`src/rtl/sha256.sv`:
```
// ----------------------------------------------------------------------------
// sha256 - iterative SHA-256 compression engine, one round per clock.
//
// The engine free-runs after reset: LOAD (1 cycle) -> ROUND (64 cycles) ->
// UPDATE (1 cycle) -> LOAD ... so every block takes 66 cycles. Messages of one
// or two pre-padded blocks are chained into one digest. blk_type sets the
// length and is sampled only at the first block's LOAD.
//
// Ports
//   CLK       in   1    rising-edge clock
//   nreset    in   1    asynchronous reset, active HIGH (despite the name)
//   msg       in   512  padded block, W0 = msg[511:480] .. W15 = msg[31:0]
//   blk_type  in   2    0 HASH (1 blk), 1 MERKLE_LEAF (2), 2 HEADER (2), 3 -> 1
//   hash      out  256  chaining value after last block, H0 in [255:224]
//   blk_done  out  1    one-cycle pulse, high the cycle after each UPDATE edge
// ----------------------------------------------------------------------------
module sha256 (
    input  logic         CLK,
    input  logic         nreset,
    input  logic [511:0] msg,
    input  logic [1:0]   blk_type,
    output logic [255:0] hash,
    output logic         blk_done
);

    typedef enum logic [1:0] {StLoad, StRound, StUpdate} state_t;

    localparam logic [31:0] IV [8] = '{
        32'h6a09e667, 32'hbb67ae85, 32'h3c6ef372, 32'ha54ff53a,
        32'h510e527f, 32'h9b05688c, 32'h1f83d9ab, 32'h5be0cd19
    };

    localparam logic [31:0] K [64] = '{
        32'h428a2f98, 32'h71374491, 32'hb5c0fbcf, 32'he9b5dba5,
        32'h3956c25b, 32'h59f111f1, 32'h923f82a4, 32'hab1c5ed5,
        32'hd807aa98, 32'h12835b01, 32'h243185be, 32'h550c7dc3,
        32'h72be5d74, 32'h80deb1fe, 32'h9bdc06a7, 32'hc19bf174,
        32'he49b69c1, 32'hefbe4786, 32'h0fc19dc6, 32'h240ca1cc,
        32'h2de92c6f, 32'h4a7484aa, 32'h5cb0a9dc, 32'h76f988da,
        32'h983e5152, 32'ha831c66d, 32'hb00327c8, 32'hbf597fc7,
        32'hc6e00bf3, 32'hd5a79147, 32'h06ca6351, 32'h14292967,
        32'h27b70a85, 32'h2e1b2138, 32'h4d2c6dfc, 32'h53380d13,
        32'h650a7354, 32'h766a0abb, 32'h81c2c92e, 32'h92722c85,
        32'ha2bfe8a1, 32'ha81a664b, 32'hc24b8b70, 32'hc76c51a3,
        32'hd192e819, 32'hd6990624, 32'hf40e3585, 32'h106aa070,
        32'h19a4c116, 32'h1e376c08, 32'h2748774c, 32'h34b0bcb5,
        32'h391c0cb3, 32'h4ed8aa4a, 32'h5b9cca4f, 32'h682e6ff3,
        32'h748f82ee, 32'h78a5636f, 32'h84c87814, 32'h8cc70208,
        32'h90befffa, 32'ha4506ceb, 32'hbef9a3f7, 32'hc67178f2
    };

    function automatic logic [31:0] big_sig0(input logic [31:0] x);
        return {x[1:0], x[31:2]} ^ {x[12:0], x[31:13]} ^ {x[21:0], x[31:22]};
    endfunction

    function automatic logic [31:0] big_sig1(input logic [31:0] x);
        return {x[5:0], x[31:6]} ^ {x[10:0], x[31:11]} ^ {x[24:0], x[31:25]};
    endfunction

    function automatic logic [31:0] small_sig0(input logic [31:0] x);
        return {x[6:0], x[31:7]} ^ {x[17:0], x[31:18]} ^ (x >> 3);
    endfunction

    function automatic logic [31:0] small_sig1(input logic [31:0] x);
        return {x[16:0], x[31:17]} ^ {x[18:0], x[31:19]} ^ (x >> 10);
    endfunction

    state_t         r_state;
    state_t         w_state_next;
    logic [31:0]    r_hv [8];     // H0..H7 chaining value
    logic [31:0]    r_wv [8];     // a..h working variables
    logic [31:0]    r_w  [16];    // schedule window, r_w[0] is always W[t]
    logic [5:0]     r_round;
    logic           r_blk_idx;
    logic [1:0]     r_blk_cnt;
    logic [255:0]   r_hash;
    logic           r_done;

    logic [31:0]    w_t1;
    logic [31:0]    w_t2;
    logic [31:0]    w_wnext;
    logic [31:0]    w_base [8];
    logic [31:0]    w_hsum [8];
    logic [255:0]   w_hnew;
    logic [1:0]     w_type_cnt;

    assign hash     = r_hash;
    assign blk_done = r_done;

    // ---------------------------------------------------------------- FSM
    always_ff @(posedge CLK or posedge nreset) begin
        if (nreset) r_state <= StLoad;
        else        r_state <= w_state_next;
    end

    always_comb begin
        w_state_next = r_state;
        unique case (r_state)
            StLoad:   w_state_next = StRound;
            StRound:  if (r_round == 6'd63) w_state_next = StUpdate;
            StUpdate: w_state_next = StLoad;
            default:  w_state_next = StLoad;
        endcase
    end

    // ------------------------------------------------------- combinational
    always_comb begin
        w_t1 = r_wv[7] + big_sig1(r_wv[4]) + ((r_wv[4] & r_wv[5]) ^ (~r_wv[4] & r_wv[6]))
             + K[r_round] + r_w[0];
        w_t2 = big_sig0(r_wv[0])
             + ((r_wv[0] & r_wv[1]) ^ (r_wv[0] & r_wv[2]) ^ (r_wv[1] & r_wv[2]));
        // Word that enters the window tail: W[t+16] from the current W[t..t+15]
        w_wnext = small_sig1(r_w[14]) + r_w[9] + small_sig0(r_w[1]) + r_w[0];
        w_type_cnt = (blk_type == 2'd1 || blk_type == 2'd2) ? 2'd2 : 2'd1;
        w_hnew = '0;
        for (int i = 0; i < 8; i++) begin
            w_base[i] = r_blk_idx ? r_hv[i] : IV[i];
            w_hsum[i] = r_hv[i] + r_wv[i];
            w_hnew[255-32*i -: 32] = w_hsum[i];
        end
    end

    // ------------------------------------------------------------ datapath
    always_ff @(posedge CLK or posedge nreset) begin
        if (nreset) begin
            for (int i = 0; i < 8; i++) begin
                r_hv[i] <= IV[i];
                r_wv[i] <= '0;
            end
            for (int i = 0; i < 16; i++) r_w[i] <= '0;
            r_round   <= '0;
            r_blk_idx <= 1'b0;
            r_blk_cnt <= '0;
            r_hash    <= '0;
        end else begin
            unique case (r_state)
                StLoad: begin
                    for (int i = 0; i < 16; i++) r_w[i] <= msg[511-32*i -: 32];
                    for (int i = 0; i < 8; i++) begin
                        r_wv[i] <= w_base[i];
                        // First block: the chaining base restarts from the IV
                        if (!r_blk_idx) r_hv[i] <= IV[i];
                    end
                    if (!r_blk_idx) r_blk_cnt <= w_type_cnt;
                    r_round <= '0;
                end
                StRound: begin
                    for (int i = 0; i < 15; i++) r_w[i] <= r_w[i+1];
                    r_w[15] <= w_wnext;
                    r_wv[0] <= w_t1 + w_t2;
                    r_wv[1] <= r_wv[0];
                    r_wv[2] <= r_wv[1];
                    r_wv[3] <= r_wv[2];
                    r_wv[4] <= r_wv[3] + w_t1;
                    r_wv[5] <= r_wv[4];
                    r_wv[6] <= r_wv[5];
                    r_wv[7] <= r_wv[6];
                    r_round <= r_round + 6'd1;
                end
                StUpdate: begin
                    for (int i = 0; i < 8; i++) r_hv[i] <= w_hsum[i];
                    r_hash <= w_hnew;
                    if (r_blk_cnt == ({1'b0, r_blk_idx} + 2'd1)) r_blk_idx <= 1'b0;
                    else                                         r_blk_idx <= 1'b1;
                end
                default: ;
            endcase
        end
    end

    always_ff @(posedge CLK or posedge nreset) begin
        if (nreset) r_done <= 1'b0;
        else        r_done <= (r_state == StUpdate);
    end

endmodule

```
`config.mk`:
```
export PLATFORM = sky130hd
export DESIGN_NAME = sha256
export DESIGN_NICKNAME = d
export VERILOG_FILES = /design/src/rtl/sha256.sv
export SDC_FILE = /design/constraint.sdc
export NUM_CORES = 2
export LEC_CHECK = 0
export CORE_ASPECT_RATIO = 0.6
export CORE_MARGIN = 2
export CORE_UTILIZATION = 45
export DETAILED_ROUTE_END_ITERATION = 7
export GPL_TIMING_DRIVEN = 0
export HOLD_SLACK_MARGIN = 0.12
export PLACE_DENSITY = 0.63
export REMOVE_ABC_BUFFERS = 1
export SLEW_MARGIN = 40
export SYNTH_ARGS = -nofsm -noshare
export SYNTH_HDL_FRONTEND = slang
export SYNTH_SLANG_ARGS = --single-unit
```
`constraint.sdc`:
```
create_clock -name CLK -period 125.8 [get_ports CLK]
set_input_delay 25.16 -clock CLK [delete_from_list [all_inputs] [get_ports CLK]]
set_output_delay 25.16 -clock CLK [all_outputs]
set_load 0.1 [all_outputs]
```
# == Yosys cells after proc, flatten, opt, wreduce, memory -nomap -nowiden ==
# Memory sizes are Yosys's and may differ from the RTL's.
# Index checks and enable logic that the tools add are counted.
# op_classes
addsub,20
order_cmp,1
n_eq_ne,7
n_mux,18
n_bitwise,19
n_reduce_logical,5
# ops
op,count
$pmux 256 s2,2
$pmux 512 s2,1
$add 32x32->32,18
$mux 32,10
$xor 32x32->32,9
$and 32x32->32,5
$not 32->32,1
$xor 32x22->32,1
$xor 32x29->32,1
$pmux 6 s2,1
$ge 7x7->1 const B,1
$not 6->7,1
$add 6x1->6 const B,1
$eq 6x6->1 const B,1
$eq 2x1->1 const B,2
$eq 2x2->1 const B,2
$mux 2,2
$pmux 2 s2,1
$reduce_bool 2->1,2
$add 1x1->2 const B,1
$eq 2x2->1,1
$logic_not 2->1,1
$ne 2x2->1 const B,1
$reduce_and 2->1,1
3 further kinds,3
# word_totals
ff_bits,1292
romBits,2048
input_bits,516
output_inout_bits,257
word_cells,109
memories,1
# mem_list
name,words,word_bits,rd,rd_clocked_by_memory_dff,wr,line_no,text
(no name shown),64,32,1,0,0,109,+ K[r_round] + r_w[0];

# == Depth between registers and ports, before layout ==
# depth
ltp_word,8
mapped_depth,38
depth_no_buf,36

# == Worst setup path after synthesis ==
# OpenSTA, ideal clock, no wires.
# synth_path
path_kind,reg-to-output
from,register r_hash[29] (netlist: hash[29])
to,output port hash[29]
t_arrival_ns,0.898
required_ns,100.640
setup_slack_ns,99.742
path_stages_with_launch,1
n_path_buf,0
path_cell_list,dfrtp_1
# synth_lines
item,line_no,text
"start, declared",76,logic [255:0] r_hash;
"start signal, assigned",162,r_hash <= w_hnew;
"end, declared",22,"output logic [255:0] hash,"
# No word-level cell between the ends.

==> metrics.md <==
| Metric | Value |
|---|---|
| Worst slew margin | 34.40% |
| Unrepaired setup endpoints after global routing | false |
| Synthesized area per cell | 9.032 µm² |
| Minimum clock period | 27,210 ps |
| Synth Instances | 9,037 |
| Achievable clock frequency | 36.75 MHz |
| Global-route wire length before repair | 451,600 µm |
| Post-cts sizing count | 0 |
| DIE AREA | 0.1849 mm² |
| Synth-to-layout area growth | 18.21% |
| Routing usage on met1 | 50.90% |
| Final std cell area, no fill | 0.09649 mm² |
| Worst Clk Skew | 67.67 ps |
| H-tree depth | 4 |
| Skew-Pair Late Insertion Delay | 820 ps |
| Final period utilization | 21.63% |
| Setup_tns | 0 ps |
| Setup violations, final | 0 |
| Die X | 553.8 µm |
| Area after DPL | 0.09163 mm² |
| I/O pin count | 773 |
| Max-slew violation count | 0 |
| Remaining Overflow, GRT | 0 |
| Filler instances | 16,580 |
| Hold Path Origin | hash[130] |
| Ys async rst share | 100.0% |
| Worst reg2reg endpoint | r_wv[255] |
| Clk slew on worst S/H paths | 60 ps |
| Total GRT Usage | 32.88% |
| DR vias | 70,300 |
| Synth warn | 0 |
| CTS max path bufs | 4 |
| HPWL after DPL | 243,500 µm |
| Hold depth | 2 |
| Setup crit start | nreset |
| Max Cap Violations | 0 |
| Detailed Route WL | 312,900 µm |
| Netlist cell types | 103 |
| Crit path kind | in -> async |
| WP data arrival | 28,160 ps |
| Critical Path End Type | async pin |
| Die height | 333.9 µm |
| Final #Nets | 10,640 |
| Hold Crit Endpoint | hash[130] |
| Post-synth top flop | dfrtp_1 |
| Gr busiest metal | met1 |
| Data required, critical path | 126,740 ps |
| Min-Delay Path Class | reg -> reg |
| Synthesis-stage register bit count | 1,292 |
| Final hold viol count | 0 |
| Drt pass-1 iters | 6 |
| Critical register-to-register path startpoint | r_round[0] |
| Critical-path maximum fanout | 76 |
| Antenna-violating nets left | 0 |
| Port bufs | 772 |
| Layout cell share with drive strength beyond 1 | 9.442% |
| EDFF count, synth | 0 |
| CTS sink cnt | 1,292 |
| Mapped Area | 0.08162 mm² |
| Largest net degree at the start of global routing | 78 |
| Vias in the first global route | 65,560 |
| DRC errors left | 0 |
| Startpoint Class | input pin |
| Placer's final routability congestion estimate | 1.043 |
| Detailed Route Iter0 Violations | 7,957 |
| Met2 Use GR | 42.16% |
| Post-DR vias/cell | 5.833 |
| Post-synthesis sequential area ratio | 39.82% |
| Antenna violations before repair | 27 |
| Worst R2R Path Depth | 35 |
| Met3 usage | 12.81% |
| Slew @ Worst Pin | 984.0 ps |
| Initial Util | 45.15% |
| Core Area | 0.1808 mm² |
| Flop2flop setup slack | 114,390 ps |
| Num rows | 121 |
| CTS root buf | clkbuf_16 |
| Cts hold-fix bufs | 0 |
| Final Util | 53.38% |
| Run status | complete, no violations |
| CTS tree | yes |
| Postcts setup bufs | 0 |
| Routed WL per cell | 25.96 µm |
| Number of CTS-inserted buffers | 145 |
==> registers in the layout, indices dropped and copies added (netlist names) <==
signal	count
blk_done	1
hash	256
r_blk_cnt	2
r_blk_idx	1
r_state	2
r_round	6
r_w	512
r_hv	256
r_wv	256
==> synth_stat cells, drive strengths merged (13+ instances only) <==
library cell     n  share of area [%]
a211o           39               0.42
a211oi          85               0.79
a21o           264                2.4
a21oi          487                3.0
a22oi          116                1.1
a311oi          14               0.16
a31oi           39               0.31
and2            15               0.11
and3            59               0.45
buf             64               0.31
clkbuf         493                2.3
dfrtp         1156                 35
dfstp          136                4.4
fa             195                4.8
ha             399                6.1
inv            505                2.3
mux2            34               0.47
mux2i          505                6.2
nand2         1678                7.7
nand2b          55               0.42
nand3           91               0.56
nand4           24               0.18
nor2           290                1.3
nor2b           53               0.41
nor3            91               0.56
o211ai          45               0.42
o21a            75               0.69
o21ai         1052                6.5
o21bai          33               0.30
o22ai          120               0.93
o31a            19               0.20
o31ai           20               0.21
or2             13               0.10
or3             23               0.18
xnor2          343                3.7
xor2           193                2.1
==> metrics by stage <==
stage / cells / hold WS (ps) / setup slack, ps
CTS: 12040 / 474.0 / 98560
global route: 12050 / 489.9 / 98290
global placement: 11650 / 457.3 / -24260
finish: 12050 / 467.8 / 98590
detailed placement: 11780 / 458.5 / 97710
floorplan: 8480 / 449.6 / 64450
==> layer usage <==
metal / vias to the layer above / routed length [µm] / share of wire [%]
met2: 2829 / 120700 / 39
met1: 34890 / 147800 / 47
li1: 32230 / - / -
met5: - / 438 / 0.14
met3: 323 / 38570 / 12
met4: 22 / 5460 / 1.7
==> cell type report <==
class,count,area [µm²],area share (%)
Multi-Input combinational cell,6679,45350,47.00
Sequential cell,1292,32540,33.72
Timing Repair Buffer,903,8900,9.224
Clock buffer,211,4249,4.404
Tap cell,2398,3000,3.110
Inverter,509,1946,2.016
Clock inverter,44,461.7,0.4785
Antenna cell,17,42.54,0.04409
==> worst max path at each step <==
stage	end	slack (ps)
CTS	r_w[234]	98560
global route	r_w[168]	98290
detailed placement	r_w[168]	97710
floorplan	blk_done	64450
global placement	r_hv[100]	-24260
finish	r_w[177]	98590
==> cells by family after synthesis <==
| kind of cell | count (synthesis) | synth area share [%] |
|---|---|---|
| DFF | 1292 | 39.82 |
| buffers and inverters | 1066 | 4.915 |
| and+or+nand+nor | 2445 | 12.54 |
| AOI/OAI and AO/OA | 2554 | 19.15 |
| adders and majority gates | 597 | 10.94 |
| xor gates and xnor gates | 538 | 5.807 |
| muxes | 545 | 6.828 |
==> critical path: stages <==
cell and delay (ps):
clkdlybuf4s50_1 490, inv_8 130, buf_16 300, buf_16 360, buf_16 330, buf_16 350, buf_16 310, buf_16 360
==> cells in the final DEF, fill, tap and decap left out, types with 24 or more instances in the layout <==
master	Yosys	layout
clkbuf_1	493	31
a31oi_1	38	37
o21bai_1	33	33
fa_1	195	195
clkbuf_8	0	33
nand2b_1	55	55
o21a_1	75	75
a22oi_1	115	115
mux2_2	34	34
o21ai_0	1034	1030
buf_12	0	74
clkbuf_16	0	147
a211o_1	39	39
nor2b_1	53	52
xor2_1	193	193
nor3_1	91	89
buf_2	2	268
clkdlybuf4s50_1	0	515
and3_1	59	59
a211oi_1	84	83
mux2i_1	505	505
xnor2_1	343	332
buf_16	0	27
nor2_1	290	288
a21oi_1	477	475
dfstp_2	136	136
o22ai_1	119	119
dfrtp_1	1156	1143
a21o_1	264	264
ha_1	399	398
nand2_1	1678	1673
nand3_1	91	91
inv_1	504	499
nand4_1	24	24
o211ai_1	44	44
Power is left out: the tool's default activity adds up to more than one toggle a clock period on the data nets, which glitch-free logic cannot reach.
